$ cat src/rtl/uart_word_assembler.sv
// Pairs UART bytes into tagged 16-bit words (tag[15:12], payload[11:0]), rejects
// bad tags/reserved bits, resynchronises on errors and inter-byte timeout.
module uart_word_assembler #(
    parameter int          TIMEOUT_CYCLES = 200000,
    parameter int          CNT_W          = 18,
    parameter logic [3:0]  MIN_TAG        = 4'h1,
    parameter logic [3:0]  MAX_TAG        = 4'h7
) (
    input  logic        clk,
    input  logic        rst,
    input  logic [7:0]  rx_byte,
    input  logic        rx_done,
    input  logic        rx_err,
    output logic [15:0] data,
    output logic        data_valid,
    output logic [7:0]  err_cnt,
    output logic        sync
);

    typedef enum logic [0:0] {
        WAIT_HI = 1'b0,
        WAIT_LO = 1'b1
    } state_t;

    localparam logic [CNT_W-1:0] TIMER_LAST = CNT_W'(TIMEOUT_CYCLES - 1);
    localparam logic [3:0]       TAG_CTRL   = 4'h7;

    state_t           r_state;
    logic [7:0]       r_hi;
    logic [CNT_W-1:0] r_timer;
    logic [15:0]      r_data;
    logic             r_data_valid;
    logic [7:0]       r_err_cnt;
    logic             r_sync;

    state_t           w_state_nxt;
    logic             w_accept;
    logic             w_load_hi;
    logic             w_err_evt;
    logic             w_tag_ok;
    logic             w_reserved;
    logic [7:0]       w_hi_nxt;
    logic [CNT_W-1:0] w_timer_nxt;
    logic [15:0]      w_data_nxt;
    logic [7:0]       w_err_nxt;

    assign w_tag_ok   = (rx_byte[7:4] >= MIN_TAG) && (rx_byte[7:4] <= MAX_TAG);
    assign w_reserved = (r_hi[7:4] == TAG_CTRL) && (r_hi[3:2] != 2'b00);

    // State and datapath registers; rst discards any partial word silently.
    always_ff @(posedge clk) begin
        if (rst) begin
            r_state      <= WAIT_HI;
            r_hi         <= 8'h00;
            r_timer      <= '0;
            r_data       <= 16'h0000;
            r_data_valid <= 1'b0;
            r_err_cnt    <= 8'h00;
            r_sync       <= 1'b0;
        end else begin
            r_state      <= w_state_nxt;
            r_hi         <= w_hi_nxt;
            r_timer      <= w_timer_nxt;
            r_data       <= w_data_nxt;
            r_data_valid <= w_accept;
            r_err_cnt    <= w_err_nxt;
            r_sync       <= (w_state_nxt == WAIT_LO);
        end
    end

    // Next-state decode; a byte arriving on the timeout cycle is still the low byte.
    always_comb begin
        w_state_nxt = r_state;
        w_accept    = 1'b0;
        w_load_hi   = 1'b0;
        w_err_evt   = 1'b0;
        case (r_state)
            WAIT_HI: begin
                if (rx_done) begin
                    if (rx_err || !w_tag_ok) begin
                        w_err_evt = 1'b1;
                    end else begin
                        w_load_hi   = 1'b1;
                        w_state_nxt = WAIT_LO;
                    end
                end else begin
                    w_state_nxt = WAIT_HI;
                end
            end
            WAIT_LO: begin
                if (rx_done) begin
                    w_state_nxt = WAIT_HI;
                    if (rx_err || w_reserved) begin
                        w_err_evt = 1'b1;
                    end else begin
                        w_accept = 1'b1;
                    end
                end else if (r_timer == TIMER_LAST) begin
                    w_state_nxt = WAIT_HI;
                    w_err_evt   = 1'b1;
                end else begin
                    w_state_nxt = WAIT_LO;
                end
            end
            default: begin
                w_state_nxt = WAIT_HI;
            end
        endcase
    end

    // Datapath next values: timer runs only while staying in WAIT_LO.
    always_comb begin
        w_hi_nxt    = w_load_hi ? rx_byte : r_hi;
        w_data_nxt  = w_accept ? {r_hi, rx_byte} : r_data;
        w_timer_nxt = '0;
        w_err_nxt   = r_err_cnt;
        if ((r_state == WAIT_LO) && (w_state_nxt == WAIT_LO)) begin
            w_timer_nxt = r_timer + CNT_W'(1);
        end else begin
            w_timer_nxt = '0;
        end
        if (w_err_evt && (r_err_cnt != 8'hFF)) begin
            w_err_nxt = r_err_cnt + 8'h01;
        end else begin
            w_err_nxt = r_err_cnt;
        end
    end

    assign data       = r_data;
    assign data_valid = r_data_valid;
    assign err_cnt    = r_err_cnt;
    assign sync       = r_sync;

endmodule

$ cat config.mk
export PLATFORM = sky130hd
export DESIGN_NAME = uart_word_assembler
export DESIGN_NICKNAME = d
export VERILOG_FILES = /design/src/rtl/uart_word_assembler.sv
export SDC_FILE = /design/constraint.sdc
export NUM_CORES = 1
export LEC_CHECK = 0
export BUFFER_PORTS_ARGS = -buffer_cell sky130_fd_sc_hd__buf_4
export CAP_MARGIN = 20
export CORE_ASPECT_RATIO = 1.1
export CORE_MARGIN = 5
export CORE_UTILIZATION = 40
export DETAILED_ROUTE_END_ITERATION = 10
export PLACE_DENSITY_LB_ADDON = 0.2
export SYNTH_ARGS = -nofsm -noshare
export SYNTH_HDL_FRONTEND = slang
export SYNTH_SLANG_ARGS = --single-unit
$ cat constraint.sdc
create_clock -name clk -period 5 [get_ports clk]
set_clock_uncertainty 0.2 [all_clocks]
set_input_delay 0 -clock clk [delete_from_list [all_inputs] [get_ports clk]]
set_output_delay 0 -clock clk [all_outputs]
set_load 0.02 [all_outputs]
Word-level counts from Yosys, hierarchy flattened
Index checks and enable logic that the tools add are counted.
{"block": "totals", "latchBits": 0, "in_bits": 12, "mem_count": 0, "output_inout_bits": 26, "rom_bits": 0, "ramBits": 0, "reg_bits": 52, "word_cells": 39}
{"block": "op_classes", "n_bitwise": 2, "magnitude_cmp": 2, "n_shift": 0, "reduce_logical": 9, "n_mux": 15, "n_eq_ne": 3, "mul": 0, "n_div": 0, "n_addsub": 2}
{"operator": "$add A18 B1 Y18 const B", "count": 1}
{"operator": "$eq A18 B18 Y1 const B", "count": 1}
{"operator": "$mux W1", "count": 13}
{"operator": "$add A8 B1 Y8 const B", "count": 1}
{"operator": "$ne A8 B8 Y1 const B", "count": 1}
{"operator": "$eq A4 B3 Y1 const B", "count": 1}
{"operator": "$ge A4 B1 Y1 const B", "count": 1}
{"operator": "$le A4 B3 Y1 const B", "count": 1}
{"operator": "$logic_and A1 B1 Y1", "count": 4}
{"operator": "$pmux W1 S2", "count": 2}
{"operator": "$logic_or A1 B1 Y1", "count": 2}
{"operator": "$not A1 Y1", "count": 2}
{"operator": "$reduce_bool A2 Y1", "count": 1}
{"operator": "$reduce_or A2 Y1", "count": 1}
{"operator": "$logic_not A1 Y1", "count": 1}

Depth between registers and ports, before layout
{"block": "depth", "word_depth": 10, "ltp_mapped": 8, "ltp_nobuf": 6}

Worst setup path after synthesis
Ideal clock, no wire load.
{"block": "synth_timing", "path_type": "reg2reg", "startpoint": "register r_timer[15]", "endpoint": "register r_err_cnt[3], in the netlist err_cnt[3]", "arrival_ns": 1.915, "setup_slack_ns": 2.762, "stages_incl_launch_ff": 7, "setup_ns": 0.123, "cell_sequence": "dfxtp_1 -> or4b_4 -> nor4_4 -> a31oi_2 -> buf_6 -> nor4_1 -> mux2_1"}
{"block": "synth_between", "elab_chain_len": 5}
{"element": "start, declared", "line": "30", "text": "logic [CNT_W-1:0] r_timer;"}
{"element": "start signal, assigned", "line": "63", "text": "r_timer <= w_timer_nxt;"}
{"element": "$eq A18 B18 Y1", "line": "98", "text": "end else if (r_timer == TIMER_LAST) begin"}
{"element": "$mux W1", "line": "98"}
{"element": "$mux W1", "line": "91", "text": "if (rx_done) begin"}
{"element": "$pmux W1 S2", "line": "77", "text": "case (r_state)"}
{"element": "$logic_and A1 B1 Y1", "line": "122", "text": "if (w_err_evt && (r_err_cnt != 8'hFF)) begin"}
{"element": "end signal, assigned", "line": "66", "text": "r_err_cnt <= w_err_nxt;"}
{"element": "end, declared", "line": "33", "text": "logic [7:0] r_err_cnt;"}
No other way between the ends.
A chain may end at the register's enable or synchronous reset.

Worst setup path in the final report
{"block": "layout_timing", "startpoint": "register r_timer[0]", "endpoint": "register r_timer[9]"}
{"block": "layout_between", "elab_chain_len": 7}
{"element": "$eq A18 B18 Y1", "line": "98"}
{"element": "$mux W1", "line": "98"}
{"element": "$mux W1", "line": "91"}
{"element": "$pmux W1 S2", "line": "77"}
{"element": "$logic_and A1 B1 Y1", "line": "117", "text": "if ((r_state == WAIT_LO) && (w_state_nxt == WAIT_LO)) begin"}
{"element": "$not A1 Y1 (no line)"}
{"element": "$reduce_or A2 Y1 (no line)"}
Parallel ways exist; a longest one is shown, timed or not.

==> results.cfg <==
[synth]
netlist_area_sq_um = 2177
synth_edf_count = 0
yosys_warnings = 0
async_flop_share_pct = 0
postSynthAreaPerCell_sq_um = 9.466
synth_area_leaders = dfxtp_1 48%, mux2i_1 9.7%, nor2_1 8.4%, xnor2_1 4.8%, nand2_1 2.1%
synth_mux_area_share_pct = 11.21
synthesis.nets = 244
ys_seq_elements = 52
synth_xor_area_share_pct = 6.437
synth_top_family_by_area = simple AND/OR/NAND/NOR gates
synthFlopType = dfxtp_1
netlist.area_leader.share_pct = 47.82
synth_compound_area_share_pct = 5.172
synth_top_cell_by_area = dfxtp_1
synth_cell_types = 42
synthAdderAreaFrac_pct = 1.149
synth-simple-area-share_pct = 25.52
postSynthCellCount = 230
seq_area_frac_synth_pct = 47.82

[clock_network]
cts_sinks = 52
cts_max_level = 2
clk_path_buf_depth = 2
clock-root-buffer = clkbuf_8
insertion_delay_ns = 0.30
cts_tree = built
path_clk_slew_ns = 0.09
cts-resized-gates = 0
post_cts_buffers = 0
cts_buffers = 5
hold_buffers = 15

[sta]
tns_ns = 0
setup-violations-final = 0
fmaxAchievable_mhz = 404.7
fin_crit_sh_pct = 49.42
maxSlewHeadroom_pct = 59.51
tightest_slew_ns = 0.6055
min_period_ns = 2.471
final_max_slew_viol_count = 0
hold_violations = 0
rsz0062_at_grt = false
setup_slack_ns = 2.529

[global_route]
overflow = 0
grt_max_degree = 39
grt_pass1_vias = 1730
grt_use_total_pct = 13.97
grt_antenna_before_repair = 0
grt_pass1_wl_um = 7783

[placement]
portBuffers = 37
post-dp-hpwl_um = 3001
gp_congestion = 0.7254
dp_slack_ns = 2.141
placedCellCount = 334

[floorplan]
die_y_um = 87.38
dieArea_sq_um = 7020
start_util_pct = 40.88
fp.dieW_um = 80.34
core_area_sq_um = 5325
ios = 38
row_count = 28

[routing]
wl_um = 4393
detail_route.wl_per_cell_um = 12.31
routed_via_density = 4.807
ant_nets = 0
vias = 1716
first_pass_iters = 4
drc = 0
drt-initial-drc-count = 83

[worst_setup_path]
startpoint_type = flop
critPathCaptureType = flop
cp_data_arrival_time_ns = 2.50
path_max_fanout = 19
timing.rr.end = r_timer[9]$_SDFF_PP0_
path_class = flop to flop
crit_required_ns = 5.03
r2r-start = r_timer[0]$_SDFF_PP0_
r2r_cells = 6
r2r_setup_slack_ns = 2.53

[power_and_ir_drop]
power.density_nw_per_um2 = 255.2
vdd_drop_max_mv = 0.1346
p_leak_nw = 1.185
power_w = 0.0007066

[job]
drv_cap = 0

[worst_hold_path]
holdPathEnd = data[12]$_SDFFE_PP0P_
min_from = rx_err
holdPathStages = 3
worstHoldPathType = primary input to flop

[layout]
area_delta_synth_final_pct = 27.18
drive_gt1_share_pct = 18.09
nNetsFinal = 296
final_cells = 357
antenna_cells = 0

[status]
outcome = finished clean
==> worst max-delay path, stage by stage, from the launching register on <==
cell and delay, ns:
dfxtp_1 0.34, ha_1 0.22, and3_1 0.22, and2_1 0.20, a31oi_2 0.55, nand3b_2 0.47, nor2_1 0.21
==> cells by family (layout without fill, tap and decap cells) <==
logic type | after synthesis | count (layout)
flops | 52 | 52
fa+ha+maj | 2 | 2
buf+inv | 13 | 65
simple gates | 107 | 107
mux | 24 | 24
xor+xnor | 16 | 16
compound gates | 16 | 16
==> metal layers <==
| metal | GRT usage (%) | share of wire (%) | vias to the layer above |
|---|---|---|---|
| li1 | - | - | 897 |
| met1 | 16.75 | 45 | 791 |
| met2 | 24.02 | 50 | 18 |
| met3 | 3.416 | 3.1 | 10 |
| met4 | 5.223 | 2.3 | 0 |
| met5 | 0 | 0 | - |
==> worst max-delay path by stage <==
stage	start	end	slack, ns	cells past startpoint
after global placement	r_hi[7]$_SDFFE_PP0P_	err_cnt[3]$_SDFFE_PP0P_	2.16	5
after global routing	r_timer[0]$_SDFF_PP0_	r_timer[1]$_SDFF_PP0_	2.26	6
after detailed placement	r_hi[7]$_SDFFE_PP0P_	err_cnt[5]$_SDFFE_PP0P_	2.14	5
final	r_timer[0]$_SDFF_PP0_	r_timer[9]$_SDFF_PP0_	2.53	6
after CTS	r_hi[7]$_SDFFE_PP0P_	err_cnt[5]$_SDFFE_PP0P_	2.12	5
after floorplan	r_timer[15]$_SDFF_PP0_	err_cnt[3]$_SDFFE_PP0P_	2.76	6
==> cell usage after synthesis, drive strengths merged, types with 5 or more instances <==
cell,number
nand2,12
xnor2,12
mux2i,21
dfxtp,52
inv,5
nor2,49
nand3,8
nor3,6
==> through the flow <==
stage               instance area (sq um)  hold WS [ns]  utilization (%)
floorplan                            2177      -0.05606                -
detailed placement                   2512       0.05343            47.18
CTS                                  2754       0.02373            51.72
global route                         2769       0.05862            52.00
finish                               2769       0.04080            52.00
global placement                     2512       0.04513            47.18
==> cell type report <==
| cell class | instances | area (sq um) |
|---|---|---|
| fillers | 511 | 2556 |
| multi-input cells | 165 | 1081 |
| flip-flops and latches | 52 | 1041 |
| repair buffers | 53 | 442.9 |
| well taps | 75 | 93.84 |
| clock buffers | 6 | 82.58 |
| inverters | 5 | 18.77 |
| clock inverters | 1 | 8.758 |
==> power breakdown <==
group / switching (W) / total [W] / internal [W]
Sequential: 0.00000376 / 0.000421 / 0.000418
Combinational: 0.0000220 / 0.0000435 / 0.0000215
Clock: 0.000131 / 0.000242 / 0.000111
Total: 0.000157 / 0.000707 / 0.000550
==> state kept, by name, summed over array words and instances (netlist names) <==
signal	cells
sync	1
r_timer	18
data_valid	1
data	16
err_cnt	8
r_hi	8
==> cell usage in the layout, fill, tap and decap left out, types with 2 or more instances in the layout <==
cell	netlist	routed
dfxtp_1	52	52
clkbuf_8	0	6
ha_1	2	2
dlygate4sd3_1	0	15
nand2_1	12	12
a21oi_1	4	4
nor2b_1	4	4
xnor2_1	12	12
nor4_1	3	3
or3_1	3	3
mux2_1	3	3
and3b_1	2	2
nand3_1	8	8
mux2i_1	21	21
or4b_1	2	2
and4_1	2	2
buf_4	0	37
and2_1	2	2
nand4_1	2	2
o31ai_1	2	2
nor3_1	6	6
and3_1	4	4
inv_1	5	5
o21ai_1	3	2
nor2_1	49	49
xor2_1	4	4
No activity file was read; power rests on OpenSTA's default activity.
